--- config.mk ---
export PLATFORM = sky130hd
export DESIGN_NAME = seven_seg_bcd_encoder
export DESIGN_NICKNAME = d
export VERILOG_FILES = /design/src/rtl/seven_seg_bcd_encoder.sv
export SDC_FILE = /design/constraint.sdc
export NUM_CORES = 1
export LEC_CHECK = 0
export BUFFER_PORTS_ARGS = -buffer_cell sky130_fd_sc_hd__buf_4
export CAP_MARGIN = 20
export CORE_AREA = 2 2 109 164
export DETAILED_ROUTE_END_ITERATION = 10
export DIE_AREA = 0 0 111 166
export PLACE_DENSITY = 0.71
export REMOVE_ABC_BUFFERS = 1
export SYNTH_ARGS = -nofsm -noshare
export SYNTH_HDL_FRONTEND = slang
export SYNTH_SLANG_ARGS = --single-unit
export TNS_END_PERCENT = 10
--- constraint.sdc ---
create_clock -name clk -period 2.15 [get_ports clk]
set_input_delay 0.1075 -clock clk [delete_from_list [all_inputs] [get_ports clk]]
set_output_delay 0.1075 -clock clk [all_outputs]
set_load 0.005 [all_outputs]
--- src/rtl/seven_seg_bcd_encoder.sv ---
// seven_seg_bcd_encoder: converts a binary value into 8 BCD digits using a
// sequential double-dabble loop (one shift per clock). It then encodes each
// digit into a seven-segment pattern with decimal point, and holds the result
// on seg0..seg7 for a downstream scan multiplexer.
//
// Handshake: a conversion is accepted when start=1 on a clock edge while the
// block is idle (busy=0). After that edge busy stays high until the edge that
// presents the result. On that edge done pulses for exactly one cycle and the
// segment outputs update. Any start seen while busy is ignored.
module seven_seg_bcd_encoder #(
  parameter int BIN_W      = 27,
  parameter bit ACTIVE_LOW = 1'b1
) (
  input  logic             clk,
  input  logic             rst_n,
  input  logic             start,
  input  logic [BIN_W-1:0] value,
  input  logic             blank_lz,
  input  logic [7:0]       dp_mask,
  output logic             busy,
  output logic             done,
  output logic             overflow,
  output logic [7:0]       seg0,
  output logic [7:0]       seg1,
  output logic [7:0]       seg2,
  output logic [7:0]       seg3,
  output logic [7:0]       seg4,
  output logic [7:0]       seg5,
  output logic [7:0]       seg6,
  output logic [7:0]       seg7,
  output logic [1:0]       state_dbg
);

  typedef enum logic [1:0] {
    S_IDLE    = 2'd0,
    S_CONVERT = 2'd1,
    S_ENCODE  = 2'd2
  } state_t;

  localparam int               CNT_W     = $clog2(BIN_W + 1);
  localparam logic [7:0]       BLANK_PAT = ACTIVE_LOW ? 8'hFF : 8'h00;
  localparam logic [BIN_W-1:0] MAX_VAL   = BIN_W'(99_999_999);

  state_t             state_q, state_d;
  logic [BIN_W-1:0]   bin_q, bin_d;
  logic [31:0]        bcd_q, bcd_d;
  logic [CNT_W-1:0]   cnt_q, cnt_d;
  logic               blz_q, blz_d;
  logic [7:0]         dp_q, dp_d;
  logic               ovf_flag_q, ovf_flag_d;
  logic               overflow_q, overflow_d;
  logic               done_q, done_d;
  logic [7:0]         seg_q [8];
  logic [7:0]         seg_d [8];
  logic [31:0]        bcd_adj;
  logic [7:0]         enc_seg [8];

  // Active-high segment code (bits g..a) for one BCD digit.
  function automatic logic [6:0] digit_segs(input logic [3:0] d);
    case (d)
      4'd0:    digit_segs = 7'h3F;
      4'd1:    digit_segs = 7'h06;
      4'd2:    digit_segs = 7'h5B;
      4'd3:    digit_segs = 7'h4F;
      4'd4:    digit_segs = 7'h66;
      4'd5:    digit_segs = 7'h6D;
      4'd6:    digit_segs = 7'h7D;
      4'd7:    digit_segs = 7'h07;
      4'd8:    digit_segs = 7'h7F;
      4'd9:    digit_segs = 7'h6F;
      default: digit_segs = 7'h00;
    endcase
  endfunction

  // Double-dabble correction: add 3 to every nibble that is 5 or more before the shift.
  always_comb begin
    bcd_adj = '0;
    for (int i = 0; i < 8; i++) begin
      bcd_adj[4*i +: 4] = (bcd_q[4*i +: 4] >= 4'd5) ? bcd_q[4*i +: 4] + 4'd3
                                                    : bcd_q[4*i +: 4];
    end
  end

  // Final patterns: scan from the top digit so leading zeros can be blanked.
  always_comb begin
    logic       any_nz;
    logic [3:0] digit;
    logic [6:0] pat;
    logic [7:0] raw;
    any_nz = 1'b0;
    digit  = '0;
    pat    = '0;
    raw    = '0;
    for (int i = 7; i >= 0; i--) begin
      digit  = bcd_q[4*i +: 4];
      any_nz = any_nz | (digit != 4'd0);
      if (ovf_flag_q)                       pat = 7'h40;
      else if (blz_q && !any_nz && i != 0)  pat = 7'h00;
      else                                  pat = digit_segs(digit);
      raw        = {dp_q[i], pat};
      enc_seg[i] = ACTIVE_LOW ? ~raw : raw;
    end
  end

  // Next-state and datapath control for IDLE -> CONVERT -> ENCODE -> IDLE.
  always_comb begin
    state_d    = state_q;
    bin_d      = bin_q;
    bcd_d      = bcd_q;
    cnt_d      = cnt_q;
    blz_d      = blz_q;
    dp_d       = dp_q;
    ovf_flag_d = ovf_flag_q;
    overflow_d = overflow_q;
    done_d     = 1'b0;
    for (int i = 0; i < 8; i++) seg_d[i] = seg_q[i];
    case (state_q)
      S_IDLE: begin
        if (start) begin
          bin_d      = value;
          blz_d      = blank_lz;
          dp_d       = dp_mask;
          ovf_flag_d = (value > MAX_VAL);
          bcd_d      = '0;
          cnt_d      = CNT_W'(BIN_W);
          state_d    = S_CONVERT;
        end
      end
      S_CONVERT: begin
        bcd_d = {bcd_adj[30:0], bin_q[BIN_W-1]};
        bin_d = {bin_q[BIN_W-2:0], 1'b0};
        cnt_d = cnt_q - 1'b1;
        if (cnt_q == CNT_W'(1)) state_d = S_ENCODE;
      end
      S_ENCODE: begin
        for (int i = 0; i < 8; i++) seg_d[i] = enc_seg[i];
        overflow_d = ovf_flag_q;
        done_d     = 1'b1;
        state_d    = S_IDLE;
      end
      default: state_d = S_IDLE;
    endcase
  end

  // State and datapath registers; an asynchronous reset aborts any conversion.
  always_ff @(posedge clk or negedge rst_n) begin
    if (!rst_n) begin
      state_q    <= S_IDLE;
      bin_q      <= '0;
      bcd_q      <= '0;
      cnt_q      <= '0;
      blz_q      <= 1'b0;
      dp_q       <= '0;
      ovf_flag_q <= 1'b0;
      overflow_q <= 1'b0;
      done_q     <= 1'b0;
      for (int i = 0; i < 8; i++) seg_q[i] <= BLANK_PAT;
    end else begin
      state_q    <= state_d;
      bin_q      <= bin_d;
      bcd_q      <= bcd_d;
      cnt_q      <= cnt_d;
      blz_q      <= blz_d;
      dp_q       <= dp_d;
      ovf_flag_q <= ovf_flag_d;
      overflow_q <= overflow_d;
      done_q     <= done_d;
      for (int i = 0; i < 8; i++) seg_q[i] <= seg_d[i];
    end
  end

  assign busy      = (state_q != S_IDLE);
  assign done      = done_q;
  assign overflow  = overflow_q;
  assign state_dbg = state_q;
  assign seg0      = seg_q[0];
  assign seg1      = seg_q[1];
  assign seg2      = seg_q[2];
  assign seg3      = seg_q[3];
  assign seg4      = seg_q[4];
  assign seg5      = seg_q[5];
  assign seg6      = seg_q[6];
  assign seg7      = seg_q[7];

endmodule
==> results.txt <==
worst vdd rail ir drop - 0.663 mV
final-report max-slew violation count - 0
worst setup slack for register-to-register paths - 0.03 ns
count of unresolved DRC violations after routing - 0
number of fill cells in the layout - 1476
number of standard cells after synthesis - 786
met2 GRT Util - 38.3%
Core Rows - 59
count of max-cap constraint violations - 0
average wire per standard cell - 16.1 um
total congestion overflow after global routing - 0
area used by multi-input combinational logic - 3660 um^2
critical-path cell list - inv_2 > ha_2 > or4b_4 > or4_4 > o211ai_4 > o22a_1
x dimension of the die - 111 um
total negative slack - 0 ns
die height - 166 um
detailed placer's ending HPWL - 13.1 mm
leakage power total - 4.50 nW
global-route wire length before repair - 31.4 mm
synthesis-to-finish area growth - 30.5%
most used standard cell by instance count after synthesis - sky130_fd_sc_hd__nand2_1
power density over the cells - 1450 nW/um^2
placed insts - 1111
setup skew after layout - 0.00867 ns
startpoint of the worst setup timing path - bcd_q[20]
number of register bits inferred by synthesis - 142
Post-Route Utilization - 57.9%
total number of H-tree levels - 4
maximum single-stage delay on the critical path - 0.52 ns
kind of end point of the critical path - flop
length of the first detailed-routing pass in iterations - 6
final weighted congestion in routability-driven placement - 0.884
antenna violations before repair - 0
worst reg2reg path depth - 6
proportion of synthesized chip area in sequential cells - 48.0%
ratio of cells with drive above 1 in the final layout - 29.2%
worst-case clock buffer depth - 2
launch point of the worst reg-to-reg path - bcd_q[20]
area share of the largest cell type after synthesis - 25.8%
number of enable flip-flop cells after synthesis - 0
cells taking the most area after synthesis - sky130_fd_sc_hd__dfrtp_1 26%, sky130_fd_sc_hd__dfstp_2 22%, sky130_fd_sc_hd__ha_1 8.8%
vias post-DR - 6376
final non-filler cell area - 9880 um^2
number of different library cells in the post-synthesis netlist - 59
antenna viol nets, final - 0
Antenna diodes - 0
sort of element at the start of the critical path - flop
TritonCTS sink count - 142
CTS clk-pin slew, worst paths - 0.06 ns
transition time at the pin with the least slew margin - 0.558 ns
Final Power - 14.3 mW
Total Die Area - 18400 um^2
fin worst setup slack - 0.0272 ns
violation count after the first detailed-routing iteration - 208
Worst Path Class, Setup - flop to flop
count of input and output buffers - 107
unrepaired setup endpoints after global routing - true
Most Used Layer, Global Route - met2
Std-Cell Core Area - 17100 um^2
data arrival time at the worst-slack endpoint - 2.48 ns
r2r endpoint - seg2[2]
final-report hold violation count - 0
fraction of the cycle the final worst path needs - 98.7%
total routed wirelength - 19.0 mm
Critical-path top delay cell - sky130_fd_sc_hd__or4_4
worst hold-check path type - input pin to async pin
CP required - 2.51 ns
post-synthesis cell area - 7570 um^2
total CTS buffers - 17
maximum net fanout on the critical path - 6
number of global-route vias before repair - 6439
Starting Density - 44.4%
run status - completed
# IOs - 108
leading post-synthesis cells by instance count - 115 x sky130_fd_sc_hd__nand2_1, 78 x sky130_fd_sc_hd__dfrtp_1, 64 x sky130_fd_sc_hd__dfstp_2, 59 x sky130_fd_sc_hd__o21ai_0, 53 x sky130_fd_sc_hd__ha_1
worst setup path end - seg2[2]
Async SR Flop Fraction - 100%
largest net degree at the start of global routing - 54
worst hold slack across all endpoints - 0.197 ns
maximum clock frequency - 471 MHz
GRT Util Overall - 21.0%
layout net count - 1047
number of setup violations in the final report - 0
post-place instance area - 8910 um^2
met3 Use GR - 3.28%
syn avg cell area - 9.63 um^2
met1 demand-to-capacity share in global routing - 24.4%
commonest register cell after synthesis - sky130_fd_sc_hd__dfrtp_1
Vias/cell - 5.40
master cell of the clock root buffer - sky130_fd_sc_hd__clkbuf_16
clock period minus final worst setup slack - 2.12 ns
clock latency on the worst-skew pair - 0.42 ns
Post-Place Setup Slack - -0.0808 ns
CTS tree - built
area of all sequential standard cells - 3630 um^2
post-route non-filler standard cell count - 1181
Yosys warning total - 0
max_slew headroom - 61.8%
cell type contributing the most total cell area after synthesis - sky130_fd_sc_hd__dfrtp_1
## final cells by class
class | instances | share of cell area [%]
flip-flops and latches | 142 | 36.8
inverters | 37 | 1.41
clock inverters | 13 | 1.18
well taps | 213 | 2.70
repair buffers | 198 | 16.4
multi-input cells | 559 | 37.0
clock buffers | 19 | 4.48
## cell usage in the layout (no fill, tap or decap), types with 9 or more instances in the layout
cell type                         n
sky130_fd_sc_hd__a21oi_1         48
sky130_fd_sc_hd__dlygate4sd3_1   37
sky130_fd_sc_hd__dfstp_2         64
sky130_fd_sc_hd__ha_1            51
sky130_fd_sc_hd__o21ai_0         58
sky130_fd_sc_hd__nor3_1          10
sky130_fd_sc_hd__dfrtp_1         78
sky130_fd_sc_hd__nor2_1          45
sky130_fd_sc_hd__clkbuf_16       17
sky130_fd_sc_hd__a31oi_1          9
sky130_fd_sc_hd__nand3_1         27
sky130_fd_sc_hd__xnor2_1         12
sky130_fd_sc_hd__o22a_1          32
sky130_fd_sc_hd__nor3b_1         10
sky130_fd_sc_hd__nand2_1        115
sky130_fd_sc_hd__buf_4          157
sky130_fd_sc_hd__inv_1           32
sky130_fd_sc_hd__a22oi_1         28
sky130_fd_sc_hd__nand2b_1        17
## flip-flops by register name, summed over array words and instances, names as in the netlist
| register | cells |
|---|---|
| blz_q | 1 |
| state_dbg | 2 |
| cnt_q | 5 |
| seg3 | 8 |
| bin_q | 27 |
| seg1 | 8 |
| bcd_q | 32 |
| ovf_flag_q | 1 |
| seg6 | 8 |
| done | 1 |
| seg4 | 8 |
| seg2 | 8 |
| seg7 | 8 |
| dp_q | 8 |
| seg5 | 8 |
| overflow | 1 |
| seg0 | 8 |
## metal layers
| layer | wire length, um | share of wire (%) |
|---|---|---|
| met1 | 7790 | 41 |
| met2 | 10200 | 54 |
| met3 | 562 | 3.0 |
| met4 | 446 | 2.3 |
| met5 | 0 | 0 |
## worst max-delay path, delay by kind of cell (launching register included)
kind / cells / cell delay [ns]
AND/OR/NAND/NOR: 2 / 1.00
AO/OA/AOI/OAI: 2 / 0.43
buffers and inverters: 1 / 0.06
flip-flops: 1 / 0.39
adder cells (fa/ha/maj): 1 / 0.18
## worst min-delay path by stage
stage | from | end | slack [ns] | cells past startpoint
floorplan | rst_n | bcd_q[0] | -0.19 | 0
global placement | rst_n | done | 0.09 | 1
detailed placement | rst_n | done | 0.09 | 1
CTS | rst_n | overflow | 0.21 | 2
global route | rst_n | done | 0.24 | 2
finish | rst_n | done | 0.20 | 2
## report_power, final
group / switching, mW / total [mW] / internal (mW)
clock network: 1.19 / 2.81 / 1.62
logic: 3.43 / 6.60 / 3.17
registers: 0.863 / 4.91 / 4.05
total: 5.48 / 14.3 / 8.84
## what timing repair did
| item | 4_1_cts | 5_1_grt |
|---|---|---|
| buffers inserted | 1 | 1 |
| resized for setup | 8 | 5 |
| hold endpoints to repair | 86 | 0 |
| pin swaps | 11 | 2 |
| hold buffers | 37 | 0 |
| endpoints found under the setup margin | 17 | 24 |
| gates cloned | 0 | 0 |
## cells by family (layout without fill, tap and decap cells)
group,Yosys count,after routing,synth area share (%)
fa+ha+maj,53,53,8.76
simple gates,260,260,16.3
compound gates,222,222,19.6
mux,10,10,1.40
buf+inv,85,267,4.26
flops,142,142,48.0
xor+xnor,14,14,1.62
Note: power is estimated with default switching activity, not from simulation.
